$ cat config.mk
export PLATFORM = sky130hd
export DESIGN_NAME = fetch_stage
export DESIGN_NICKNAME = d
export VERILOG_FILES = /design/src/rtl/fetch_stage.sv
export SDC_FILE = /design/constraint.sdc
export NUM_CORES = 1
export LEC_CHECK = 0
export CAP_MARGIN = 20
export CORE_ASPECT_RATIO = 0.75
export CORE_MARGIN = 1
export CORE_UTILIZATION = 48
export DETAILED_ROUTE_END_ITERATION = 7
export MAX_ROUTING_LAYER = met4
export PLACE_DENSITY = 0.86
export SYNTH_ARGS = -nofsm -noshare
export SYNTH_HDL_FRONTEND = slang
export SYNTH_SLANG_ARGS = --single-unit
$ cat constraint.sdc
create_clock -name clk -period 3.07 [get_ports clk]
set_clock_uncertainty 0.2 [all_clocks]
set_input_delay 0.614 -clock clk [delete_from_list [all_inputs] [get_ports clk]]
set_output_delay 0.614 -clock clk [all_outputs]
set_load 0.03 [all_outputs]
$ cat src/rtl/fetch_stage.sv
// Instruction-fetch stage: owns the PC, addresses the combinational instruction ROM
// and registers each fetched word into the IF/ID boundary behind a valid/ready handshake.
module fetch_stage #(
  parameter int              N              = 32,
  parameter int              PC_W           = 64,
  parameter int              ADDR_W         = 6,
  parameter logic [PC_W-1:0] RESET_PC       = '0,
  parameter int              HALT_ON_EBREAK = 1
) (
  input  logic              clk,
  input  logic              reset,
  output logic [ADDR_W-1:0] imem_addr,
  input  logic [N-1:0]      imem_q,
  input  logic              redirect_valid,
  input  logic [PC_W-1:0]   redirect_pc,
  input  logic              resume,
  output logic              out_valid,
  input  logic              out_ready,
  output logic [N-1:0]      out_instr,
  output logic [PC_W-1:0]   out_pc,
  output logic              out_fault,
  output logic              halted
);

  localparam logic [N-1:0] NOP_WORD    = N'(32'h0000_0013);
  localparam logic [N-1:0] EBREAK_WORD = N'(32'h0010_0073);

  logic [PC_W-1:0] pc_q, pc_d;
  logic            out_valid_q, out_valid_d;
  logic [N-1:0]    out_instr_q, out_instr_d;
  logic [PC_W-1:0] out_pc_q, out_pc_d;
  logic            out_fault_q, out_fault_d;
  logic            halted_q, halted_d;

  logic            fault;
  logic [N-1:0]    fetch_word;
  logic            adv;
  logic            is_ebreak;

  // Misaligned or outside the ROM window: no aliasing of high PC bits onto the ROM.
  assign fault      = (pc_q[1:0] != 2'b00) || (pc_q[PC_W-1:ADDR_W+2] != '0);
  assign imem_addr  = pc_q[ADDR_W+1:2];
  assign fetch_word = fault ? NOP_WORD : imem_q;
  assign adv        = !out_valid_q || out_ready;
  assign is_ebreak  = (HALT_ON_EBREAK != 0) && !fault && (imem_q == EBREAK_WORD);

  always_comb begin
    // NOTE: every next-state signal gets a hold default first so no path leaves it unassigned (no latch).
    pc_d        = pc_q;
    out_valid_d = out_valid_q;
    out_instr_d = out_instr_q;
    out_pc_d    = out_pc_q;
    out_fault_d = out_fault_q;
    halted_d    = halted_q;

    if (redirect_valid) begin
      pc_d        = redirect_pc;
      out_valid_d = 1'b0;
      halted_d    = 1'b0;
    end else if (halted_q) begin
      if (out_valid_q && out_ready) out_valid_d = 1'b0;
      if (resume)                   halted_d    = 1'b0;
    end else if (adv) begin
      out_instr_d = fetch_word;
      out_pc_d    = pc_q;
      out_fault_d = fault;
      out_valid_d = 1'b1;
      pc_d        = pc_q + PC_W'(4);
      if (is_ebreak) halted_d = 1'b1;
    end
  end

  // NOTE: state registers use non-blocking assignments so all flops update together at the edge.
  always_ff @(posedge clk) begin
    if (reset) begin
      pc_q        <= RESET_PC;
      out_valid_q <= 1'b0;
      out_instr_q <= '0;
      out_pc_q    <= '0;
      out_fault_q <= 1'b0;
      halted_q    <= 1'b0;
    end else begin
      pc_q        <= pc_d;
      out_valid_q <= out_valid_d;
      out_instr_q <= out_instr_d;
      out_pc_q    <= out_pc_d;
      out_fault_q <= out_fault_d;
      halted_q    <= halted_d;
    end
  end

  assign out_valid = out_valid_q;
  assign out_instr = out_instr_q;
  assign out_pc    = out_pc_q;
  assign out_fault = out_fault_q;
  assign halted    = halted_q;

endmodule

==> results of run 1 <==
synthesized netlist by cell type, drive strengths merged (4+ instances only):
library cell,count
nand2,171
and3,12
and4,10
nor2,60
nor4b,4
o211a,5
o31ai,5
xnor2,25
nor3,15
xor2,8
or3,13
or4,11
mux2i,7
a211oi,27
a311oi,17
nand4,30
o21ai,13
buf,16
nand2b,6
nand3,24
a21oi,74
clkbuf,57
dfxtp,163
inv,9
a22o,28
nor4,41
layout make-up:
class                   instances  area (um^2)  share of cell area, %
clock buffers                  19          453                   4.45
clock inverters                13         97.6                  0.958
inverters                       9         33.8                  0.332
multi-input cells             638         3720                   36.5
flip-flops and latches        163         3260                   32.0
well taps                     200          250                   2.46
repair buffers                243         2370                   23.3
through the flow:
step           hold WS, ns  area [um^2]  std cells  setup WS (ns)
4_1_cts              0.255        10200       1285          0.287
5_1_grt              0.267        10200       1285         0.0885
6_report             0.254        10200       1285          0.270
3_3_place_gp         0.242         9640       1253         0.0498
2_1_floorplan        0.244         7320        883          0.431
3_5_place_dp         0.246         9640       1253        0.00978
power groups by stage:
stage                     logic, mW  clock network [mW]  registers (mW)
after floorplan               0.293                   0            2.42
after detailed placement      0.687                   0            2.37
final                         0.696                1.99            2.33
after global routing          0.747                2.09            2.35
after global placement        0.677                   0            2.37
after CTS                     0.693                2.00            2.33
worst min-delay path by stage:
| stage | cells past startpoint | to | slack, ns |
|---|---|---|---|
| 6_report | 2 | out_pc[38] | 0.25 |
| 3_5_place_dp | 2 | out_pc[38] | 0.25 |
| 2_1_floorplan | 2 | out_pc[0] | 0.24 |
| 5_1_grt | 2 | out_pc[38] | 0.27 |
| 4_1_cts | 2 | out_pc[38] | 0.25 |
| 3_3_place_gp | 2 | out_pc[60] | 0.24 |
sequential cells by signal, indices dropped and copies added, names as in the netlist:
name       flops
out_instr     32
halted         1
out_pc        64
out_valid      1
pc_q          64
out_fault      1
critical path, cell delays in order (launching register included):
cell	delay, ns
dfxtp_1	0.36
nor4_1	0.46
nand4_1	0.15
nor4_1	0.41
and3_1	0.90
a22o_1	0.25
kinds of logic after synthesis:
family          share of synthesized area (%)
xor+xnor                                 3.95
buf+inv                                  4.80
simple gates                             27.9
fa+ha+maj                               0.171
mux                                     0.957
compound gates                           17.6
flops                                    44.6
metal layers:
layer  part of all wire, %  up-vias  track usage [%]  wire length (um)
met5                     0        -                -                 0
met4                   1.9        0             8.87               434
met3                   8.5       46             5.62              1930
met2                    44      399             44.4             10100
met1                    45     3561             42.4             10300
li1                      -     3583                -                 -
==> key figures, run 1 <==
Die
  • Initial Util: 49.8%
  • Die area: roughly 16000 um^2
  • Die Wd: roughly 140 um
  • I/O pins: 206
  • Core box area: 14700 um^2
  • FP Rows: 38
  • Die Ht: 109 um

STA
  • Pins Over Slew Limit: 0
  • Fmax achieved: 0.357 GHz
  • Unrepaired setup endpoints after global routing: false
  • Hold Fails Final Rpt: 0
  • Slew margin rel.: 31.8%
  • Tcrit/Tclk final: 91.2%
  • Min cycle time layout: 2.80 ns
  • Worst slew pin tran: about 1 ns
  • TNS Setup: 0 ns
  • Setup violators final: 0

Clock tree
  • Clock Sinks: 163
  • CTS clk-pin slew, worst paths: 0.07 ns
  • CTS tree: yes
  • Clk Latency, worst-skew pair: 0.43 ns
  • Num CTS Buffers: 17
  • H-tree levels: 4
  • Post-CTS resize count: 0
  • Clk Tree Root Cell: clkbuf_16
  • Cts hold-fix bufs: 0
  • Maximum buffer depth of the clock tree: 2
  • Post-CTS Setup Bufs: 0

Routing
  • Initial DRC count: 916
  • Vias: 7589
  • WL final: 22.7 mm
  • Routed len/inst: 17.7 um
  • Post-route DRC: 0
  • Drt via density: ~6
  • Initial DRT Pass Iterations: 7
  • DRT antenna net count: 0

Finish
  • Nets: 1174
  • Most common cell after layout, fill and taps aside: clkdlybuf4s50_1
  • Diode count: 0
  • Share of layout cells above drive strength 1: 8.29%
  • Syn-to-layout area delta: 39.2%
  • Most frequent cells in the layout: 204 x clkdlybuf4s50_1, 170 x nand2_1, 163 x dfxtp_1, 74 x a21oi_1, 60 x nor2_1
  • Final Core Density: 69.3%
  • Fill cells: 1130

Yosys
  • Avg Synthesized Cell Area: 8.29 um^2
  • Area leader, netlist: dfxtp_1
  • Distinct cells, synth: 58
  • Mapped Cells: 883
  • Yosys top cell area share: around 45%
  • Asr flop ratio synth: 0%
  • Syn. warnings: 0
  • Ys flop type: dfxtp_1
  • Seq/Total Area, Yosys: 44.6%
  • Most area-consuming cells after synthesis: dfxtp_1 45%, nand2_1 8.8%, a21oi_1 5.1%, nor4_1 3.4%, a22o_1 3.4%
  • Synthesized cell area: roughly 7300 um^2
  • Synthesis-stage register bit count: 163
  • Syn nets: just under 1000
  • EDFF count, synth: 0

Power and ir drop
  • VDD IR max: 457 uV
  • Switching Fraction: 27.7%
  • Int Pwr: 3.63 mW
  • P_sw: 1.39 mW
  • Total power: between 5 and 6 mW
  • Sequential power share: 46.5%
  • Clock power share: about two fifths
  • P_leak: 3.53 nW
  • Power per cell area: 493 nW/um^2
  • Combinational power share: between 10% and 20%

Min path
  • Hold crit path type: reg -> reg
  • Hold Startpoint: out_pc[38]

Setup path
  • Crit path launch: pc_q[13]
  • Reg-to-reg critical path startpoint: pc_q[13]
  • FF-to-FF End: out_instr[20]
  • Critical Path RT: 3.23 ns
  • Crit path kind: reg -> reg
  • CP Max Fanout: 28
  • CP Capture Type: flip-flop
  • Crit path launch type: flip-flop
  • Worst Reg-to-Reg Cells: 5
  • R2r setup slk: 0.27 ns
  • CP arrival: 2.96 ns
  • Last element of the critical path: out_instr[20]

Global route
  • First-pass GRT wire length: around 36 mm
  • Number of global-route vias before repair: between 6000 and 7000
  • All-Layer GR Usage: around 30%
  • Largest net degree at the start of global routing: 88
  • Initial antenna violation count: 0
  • GR Overflow Total: 0

Job
  • Max-Cap Viols: 0

Run status
  • Status: complete, no violations

Placement
  • GP Congestion: 0.932
  • IO buf count: 205
  • Hpwl dp: 16.0 mm
Power figures use the tool's default switching activity.
==> run 2: changes to the inputs <==
--- a/config.mk
+++ b/config.mk
@@ -8,10 +8,11 @@
 export CAP_MARGIN = 20
 export CORE_ASPECT_RATIO = 0.75
 export CORE_MARGIN = 1
-export CORE_UTILIZATION = 48
+export CORE_UTILIZATION = 45
 export DETAILED_ROUTE_END_ITERATION = 7
 export MAX_ROUTING_LAYER = met4
-export PLACE_DENSITY = 0.86
+export PLACE_DENSITY = 0.82
+export RECOVER_POWER = 100
 export SYNTH_ARGS = -nofsm -noshare
 export SYNTH_HDL_FRONTEND = slang
 export SYNTH_SLANG_ARGS = --single-unit
==> run 2 against run 1 <==
Against the previous run: clock-buffer cell count is 2 higher; critical path depth is 3 higher; wire length is 1.2% higher; critical path type is now in -> reg; register-to-register slack hardly changed; critical endpoint is now out_instr[7]; final cell count is 0.16% higher; worst setup slack worse by 0.022 ns; clock power is 16% higher; highest routed layer unchanged; non-clock buffer count is 3 lower; first-iteration DRC count is 22% lower; global-route usage is 1.3 points lower; flip-flop and latch count stayed put; sequential power hardly changed.
==> key figures, run 2 (synthesis results as in run 1) <==
Finish
  • Share of layout cells above drive strength 1: 6.65% (was 8.29%)
  • Seq. cell area: 3260 um^2 (unchanged)
  • Nets: 1171 (was 1174)
  • Fill cells: 1294 (was 1130)
  • Syn-to-layout area delta: 39.2% (about the same)
  • Diode count: 0 (unchanged)
  • Most common cell after layout, fill and taps aside: nand2_1 (was clkdlybuf4s50_1)
  • Fin area: 10200 um^2 (about the same)
  • Most frequent cells in the layout: 171 x nand2_1, 163 x dfxtp_1, 107 x dlygate4sd3_1, 97 x clkdlybuf4s50_1, 74 x a21oi_1 (was 204 x clkdlybuf4s50_1, 170 x nand2_1, 163 x dfxtp_1, 74 x a21oi_1, 60 x nor2_1)
  • Footprint of the multi-input gates: 3700 um^2 (was 3720 um^2)
  • Final Core Density: 65.4% (was 69.3%)

Die
  • Die Wd: 149 um (was 145 um)
  • I/O pins: 206 (unchanged)
  • FP Rows: 39 (was 38)
  • Die area: 16800 um^2 (was 15700 um^2)
  • Die Ht: 112 um (was 109 um)
  • Initial Util: 47.0% (was 49.8%)
  • Core box area: 15600 um^2 (was 14700 um^2)

Global route
  • Number of global-route vias before repair: 6980 (was 6948)
  • GR Overflow Total: 0 (unchanged)
  • First-pass GRT wire length: 37.1 mm (was 36.1 mm)
  • Initial antenna violation count: 0 (unchanged)
  • All-Layer GR Usage: 29.0% (was 30.4%)
  • Largest net degree at the start of global routing: 111 (was 88)

Routing
  • Initial DRC count: 718 (was 916)
  • Post-route DRC: 0 (unchanged)
  • Routed len/inst: 17.9 um (was 17.7 um)
  • Initial DRT Pass Iterations: 5 (was 7)
  • Vias: 7475 (was 7589)
  • Drt via density: 5.81 (was 5.91)
  • DRT antenna net count: 0 (unchanged)
  • WL final: 23.0 mm (was 22.7 mm)

Job
  • Max-Cap Viols: 0 (unchanged)

Clock tree
  • CTS tree: yes (unchanged)
  • Clk Tree Root Cell: clkbuf_16 (unchanged)
  • Clk Latency, worst-skew pair: 0.43 ns (about the same)
  • Num CTS Buffers: 17 (unchanged)
  • H-tree levels: 4 (unchanged)
  • Clock Sinks: 163 (unchanged)
  • Post-CTS Setup Bufs: 0 (unchanged)
  • Maximum buffer depth of the clock tree: 2 (unchanged)
  • CTS clk-pin slew, worst paths: 0.06 ns (was 0.07 ns)

Placement
  • IO buf count: 205 (unchanged)
  • DP Worst Slack: 0.0265 ns (was 0.00978 ns)
  • GP Congestion: 0.888 (was 0.932)
  • DP Area: 9610 um^2 (was 9640 um^2)
  • Hpwl dp: 16.2 mm (was 16.0 mm)

Setup path
  • Crit path launch type: input port (was flip-flop)
  • Critical Path RT: 3.18 ns (was 3.23 ns)
  • CP arrival: 2.94 ns (was 2.96 ns)
  • CP Max Fanout: 73 (was 28)
  • CP Capture Type: flip-flop (unchanged)
  • Crit path kind: in -> reg (was reg -> reg)

Power and ir drop
  • P_leak: 3.84 nW (was 3.53 nW)
  • Total power: 5.30 mW (was 5.02 mW)
  • Power per cell area: 520 nW/um^2 (was 493 nW/um^2)
  • VDD IR max: 361 uV (was 457 uV)

STA
  • TNS Setup: 0 ns (unchanged)
  • Setup violators final: 0 (unchanged)
  • Unrepaired setup endpoints after global routing: false (unchanged)
  • Slew margin rel.: 25.1% (was 31.8%)
  • Worst slew pin tran: 1.12 ns (was 1.02 ns)
  • Worst setup margin: 0.248 ns (was 0.270 ns)
  • Min cycle time layout: 2.82 ns (was 2.80 ns)
  • Hold Fails Final Rpt: 0 (unchanged)
  • Fmax achieved: 0.354 GHz (was 0.357 GHz)
  • Tcrit/Tclk final: 91.9% (was 91.2%)
  • Pins Over Slew Limit: 0 (unchanged)

Run status
  • Status: complete, no violations (unchanged)

Min path
  • Hold crit path type: reg -> reg (unchanged)
run 2: what timing repair did:
| action | 4_1_cts | 5_1_grt |
|---|---|---|
| setup endpoints to repair | 0 | 28 |
| hold buffers | 0 | 0 |
| resized for setup | 0 | 1 |
| endpoints found under the hold margin | 0 | 0 |
run 2: critical path: stages:
cell           delay, ns
dlygate4sd3_1       0.54
nor2b_1             0.09
clkbuf_4            0.15
nor3_1              0.18
clkbuf_4            0.72
nor2_1              0.09
buf_4               0.27
a22o_1              0.27
run 2: report_power, final:
part / leakage, nW / total (mW) / internal, mW / switching (mW)
logic: 2.19 / 0.663 / 0.299 / 0.364
clock network: 0.310 / 2.30 / 1.43 / 0.871
registers: 1.34 / 2.33 / 2.22 / 0.118
total: 3.84 / 5.30 / 3.95 / 1.35
run 2: cell type report:
cell class	instances	area share (%)
inverters	9	0.332
multi-input cells	638	36.4
flip-flops and latches	163	32.0
repair buffers	240	22.4
well taps	205	2.52
clock inverters	11	1.72
clock buffers	21	4.62
run 2: metal layers:
metal | share of wire, % | track usage, % | wire (um)
met5 | 0 | - | 0
met4 | 1.5 | 8.44 | 342
met3 | 8.1 | 5.57 | 1860
met2 | 43 | 41.3 | 9950
met1 | 47 | 41.2 | 10800
run 2: metrics by stage:
stage	instances	hold slack, ns
after global routing	1287	0.268
after detailed placement	1255	0.250
after CTS	1287	0.259
final	1287	0.252
after global placement	1255	0.242
after floorplan	883	0.244
run 2: final timing paths:
kind	start	end	slack (ns)	cells past startpoint
max	out_ready	out_instr[7]	0.25	8
min	out_pc[24]	out_pc[24]	0.25	2
max reg2reg	pc_q[2]	pc_q[40]	0.28	6
min reg2reg	out_pc[24]	out_pc[24]	0.25	2
==> run 3: changes to the inputs <==
--- a/config.mk
+++ b/config.mk
@@ -11,7 +11,7 @@
 export CORE_UTILIZATION = 45
 export DETAILED_ROUTE_END_ITERATION = 7
 export MAX_ROUTING_LAYER = met4
-export PLACE_DENSITY = 0.82
+export PLACE_DENSITY = 0.75
 export RECOVER_POWER = 100
 export SYNTH_ARGS = -nofsm -noshare
 export SYNTH_HDL_FRONTEND = slang
==> run 3 against run 2 <==
Against the previous run: sequential power is essentially flat; critical path depth is the same; sequential share of layout area grew 0.055 points; largest power group unchanged.
==> key figures, run 3 (synthesis results as in run 1) <==
Setup path
  • Crit path launch type: input port (unchanged)
  • Worst Reg-to-Reg Cells: 6 (unchanged)
  • Crit path kind: in -> reg (unchanged)
  • CP arrival: 3.01 ns (was 2.94 ns)
  • Critical Path RT: 3.21 ns (was 3.18 ns)
  • CP Max Fanout: 9 (was 73)
  • CP Capture Type: flip-flop (unchanged)
  • Reg-to-reg critical path startpoint: pc_q[2] (unchanged)
  • R2r setup slk: 0.24 ns (was 0.28 ns)
  • FF-to-FF End: pc_q[56] (was pc_q[40])

Clock tree
  • Clock Sinks: 163 (unchanged)
  • Post-CTS Setup Bufs: 0 (unchanged)
  • Maximum buffer depth of the clock tree: 2 (unchanged)
  • CTS clk-pin slew, worst paths: 0.06 ns (about the same)
  • H-tree levels: 4 (unchanged)
  • Post-CTS resize count: 0 (unchanged)
  • Cts hold-fix bufs: 0 (unchanged)
  • CTS tree: yes (unchanged)
  • Num CTS Buffers: 17 (unchanged)
  • Clk Tree Root Cell: clkbuf_16 (unchanged)
  • Clk Latency, worst-skew pair: 0.43 ns (about the same)

Min path
  • Hold EP: out_instr[5] (was out_pc[24])
  • Hold Startpoint: reset (was out_pc[24])
  • Hold path depth: 2 (unchanged)
  • Hold crit path type: in -> reg (was reg -> reg)

Finish
  • Diode count: 0 (unchanged)
  • Syn-to-layout area delta: 38.9% (was 39.2%)
  • Nets: 1176 (was 1171)
  • Most frequent cells in the layout: 170 x nand2_1, 163 x dfxtp_1, 106 x dlygate4sd3_1, 98 x clkdlybuf4s50_1, 74 x a21oi_1 (was 171 x nand2_1, 163 x dfxtp_1, 107 x dlygate4sd3_1, 97 x clkdlybuf4s50_1, 74 x a21oi_1)
  • Most common cell after layout, fill and taps aside: nand2_1 (unchanged)
  • Fill cells: 1319 (was 1294)
  • Share of layout cells above drive strength 1: 7.00% (was 6.65%)
  • Final Core Density: 65.3% (was 65.4%)

Global route
  • GR Overflow Total: 0 (unchanged)
  • Number of global-route vias before repair: 7034 (was 6980)
  • First-pass GRT wire length: 37.3 mm (was 37.1 mm)
  • Initial antenna violation count: 0 (unchanged)
  • All-Layer GR Usage: 29.0% (about the same)
  • Largest net degree at the start of global routing: 121 (was 111)

STA
  • Tcrit/Tclk final: 93.2% (was 91.9%)
  • Hold Fails Final Rpt: 0 (unchanged)
  • TNS Setup: 0 ns (unchanged)
  • Min cycle time layout: 2.86 ns (was 2.82 ns)
  • Setup violators final: 0 (unchanged)
  • Unrepaired setup endpoints after global routing: false (unchanged)
  • Slew margin rel.: 31.4% (was 25.1%)
  • Worst slew pin tran: 1.03 ns (was 1.12 ns)
  • Pins Over Slew Limit: 0 (unchanged)
  • Fmax achieved: 0.349 GHz (was 0.354 GHz)
  • Worst setup margin: 0.208 ns (was 0.248 ns)

Run status
  • Status: complete, no violations (unchanged)

Power and ir drop
  • P_leak: 3.84 nW (about the same)
  • Total power: 5.14 mW (was 5.30 mW)
  • VDD IR max: 322 uV (was 361 uV)
  • Power per cell area: 506 nW/um^2 (was 520 nW/um^2)

Routing
  • DRT antenna net count: 0 (unchanged)
  • Post-route DRC: 0 (unchanged)
  • Initial DRC count: 763 (was 718)
  • Vias: 7466 (was 7475)
  • Drt via density: 5.78 (was 5.81)
  • Routed len/inst: 17.9 um (about the same)
  • Initial DRT Pass Iterations: 5 (unchanged)
  • WL final: 23.1 mm (was 23.0 mm)

Placement
  • DP Worst Slack: 0.00513 ns (was 0.0265 ns)
  • GP Congestion: 0.879 (was 0.888)
  • IO buf count: 205 (unchanged)
  • Hpwl dp: 16.2 mm (about the same)

Die
  • Initial Util: 47.0% (unchanged)
  • FP Rows: 39 (unchanged)
  • Die Wd: 149 um (unchanged)
  • Core box area: 15600 um^2 (unchanged)
  • Die Ht: 112 um (unchanged)
  • I/O pins: 206 (unchanged)
  • Die area: 16800 um^2 (unchanged)

Job
  • Max-Cap Viols: 0 (unchanged)
run 3: changes by cell type in the layout (fill, tap and decap cells not counted), sizes merged:
| cell | before | now |
|---|---|---|
| clkinv | 4 | 5 |
| bufinv | 4 | 2 |
| clkbuf | 35 | 36 |
| clkdlybuf4s50 | 97 | 98 |
| inv | 10 | 9 |
| dlygate4sd3 | 107 | 106 |
| buf | 22 | 27 |
run 3: area by class of cell:
type                       count  area, um^2  area share (%)
clock buffer                  22         484            4.76
tap                          205         256            2.52
multi-input combinational    638        3680            36.2
clock inverter                 9         104            1.02
timing repair buffer         245        2340            23.0
inverter                       9        33.8           0.332
sequential                   163        3260            32.1
run 3: worst max path at each step:
stage	from	end	slack, ns	cells past startpoint
after detailed placement	out_ready	pc_q[49]	0.005	6
after global placement	out_ready	pc_q[49]	0.06	6
after CTS	pc_q[25]	out_instr[10]	0.21	5
after global routing	pc_q[25]	out_instr[22]	0.03	5
after floorplan	out_ready	pc_q[49]	0.43	6
final	out_ready	pc_q[55]	0.21	8
run 3: report_power, final:
part | internal (mW) | switching (mW) | total, mW | leakage [nW]
clock | 1.27 | 0.857 | 2.13 | 0.288
combinational | 0.310 | 0.372 | 0.682 | 2.22
sequential | 2.22 | 0.110 | 2.33 | 1.34
total | 3.80 | 1.34 | 5.14 | 3.84
run 3: metal layers:
layer / wire length (um) / up-vias / part of all wire [%] / GRT usage (%)
met4: 376 / 0 / 1.6 / 8.98
met1: 11100 / 3536 / 48 / 41.0
li1: - / 3588 / - / -
met5: 0 / - / 0 / -
met2: 10000 / 310 / 43 / 41.7
met3: 1570 / 32 / 6.8 / 5.08
run 3: stage by stage:
step / area [um^2] / hold WS, ns / std cells
after CTS: 10300 / 0.162 / 1291
after global routing: 10200 / 0.172 / 1291
after global placement: 9670 / 0.241 / 1260
final: 10200 / 0.172 / 1291
after floorplan: 7320 / 0.244 / 883
after detailed placement: 9670 / 0.246 / 1260
run 3: critical path: stages:
cell and delay, ns:
clkdlybuf4s50_1 0.47, nor2b_1 0.06, or4_1 0.65, buf_4 0.24, nor4_1 0.36, clkbuf_2 0.25, nand3b_1 0.09, a311oi_1 0.26
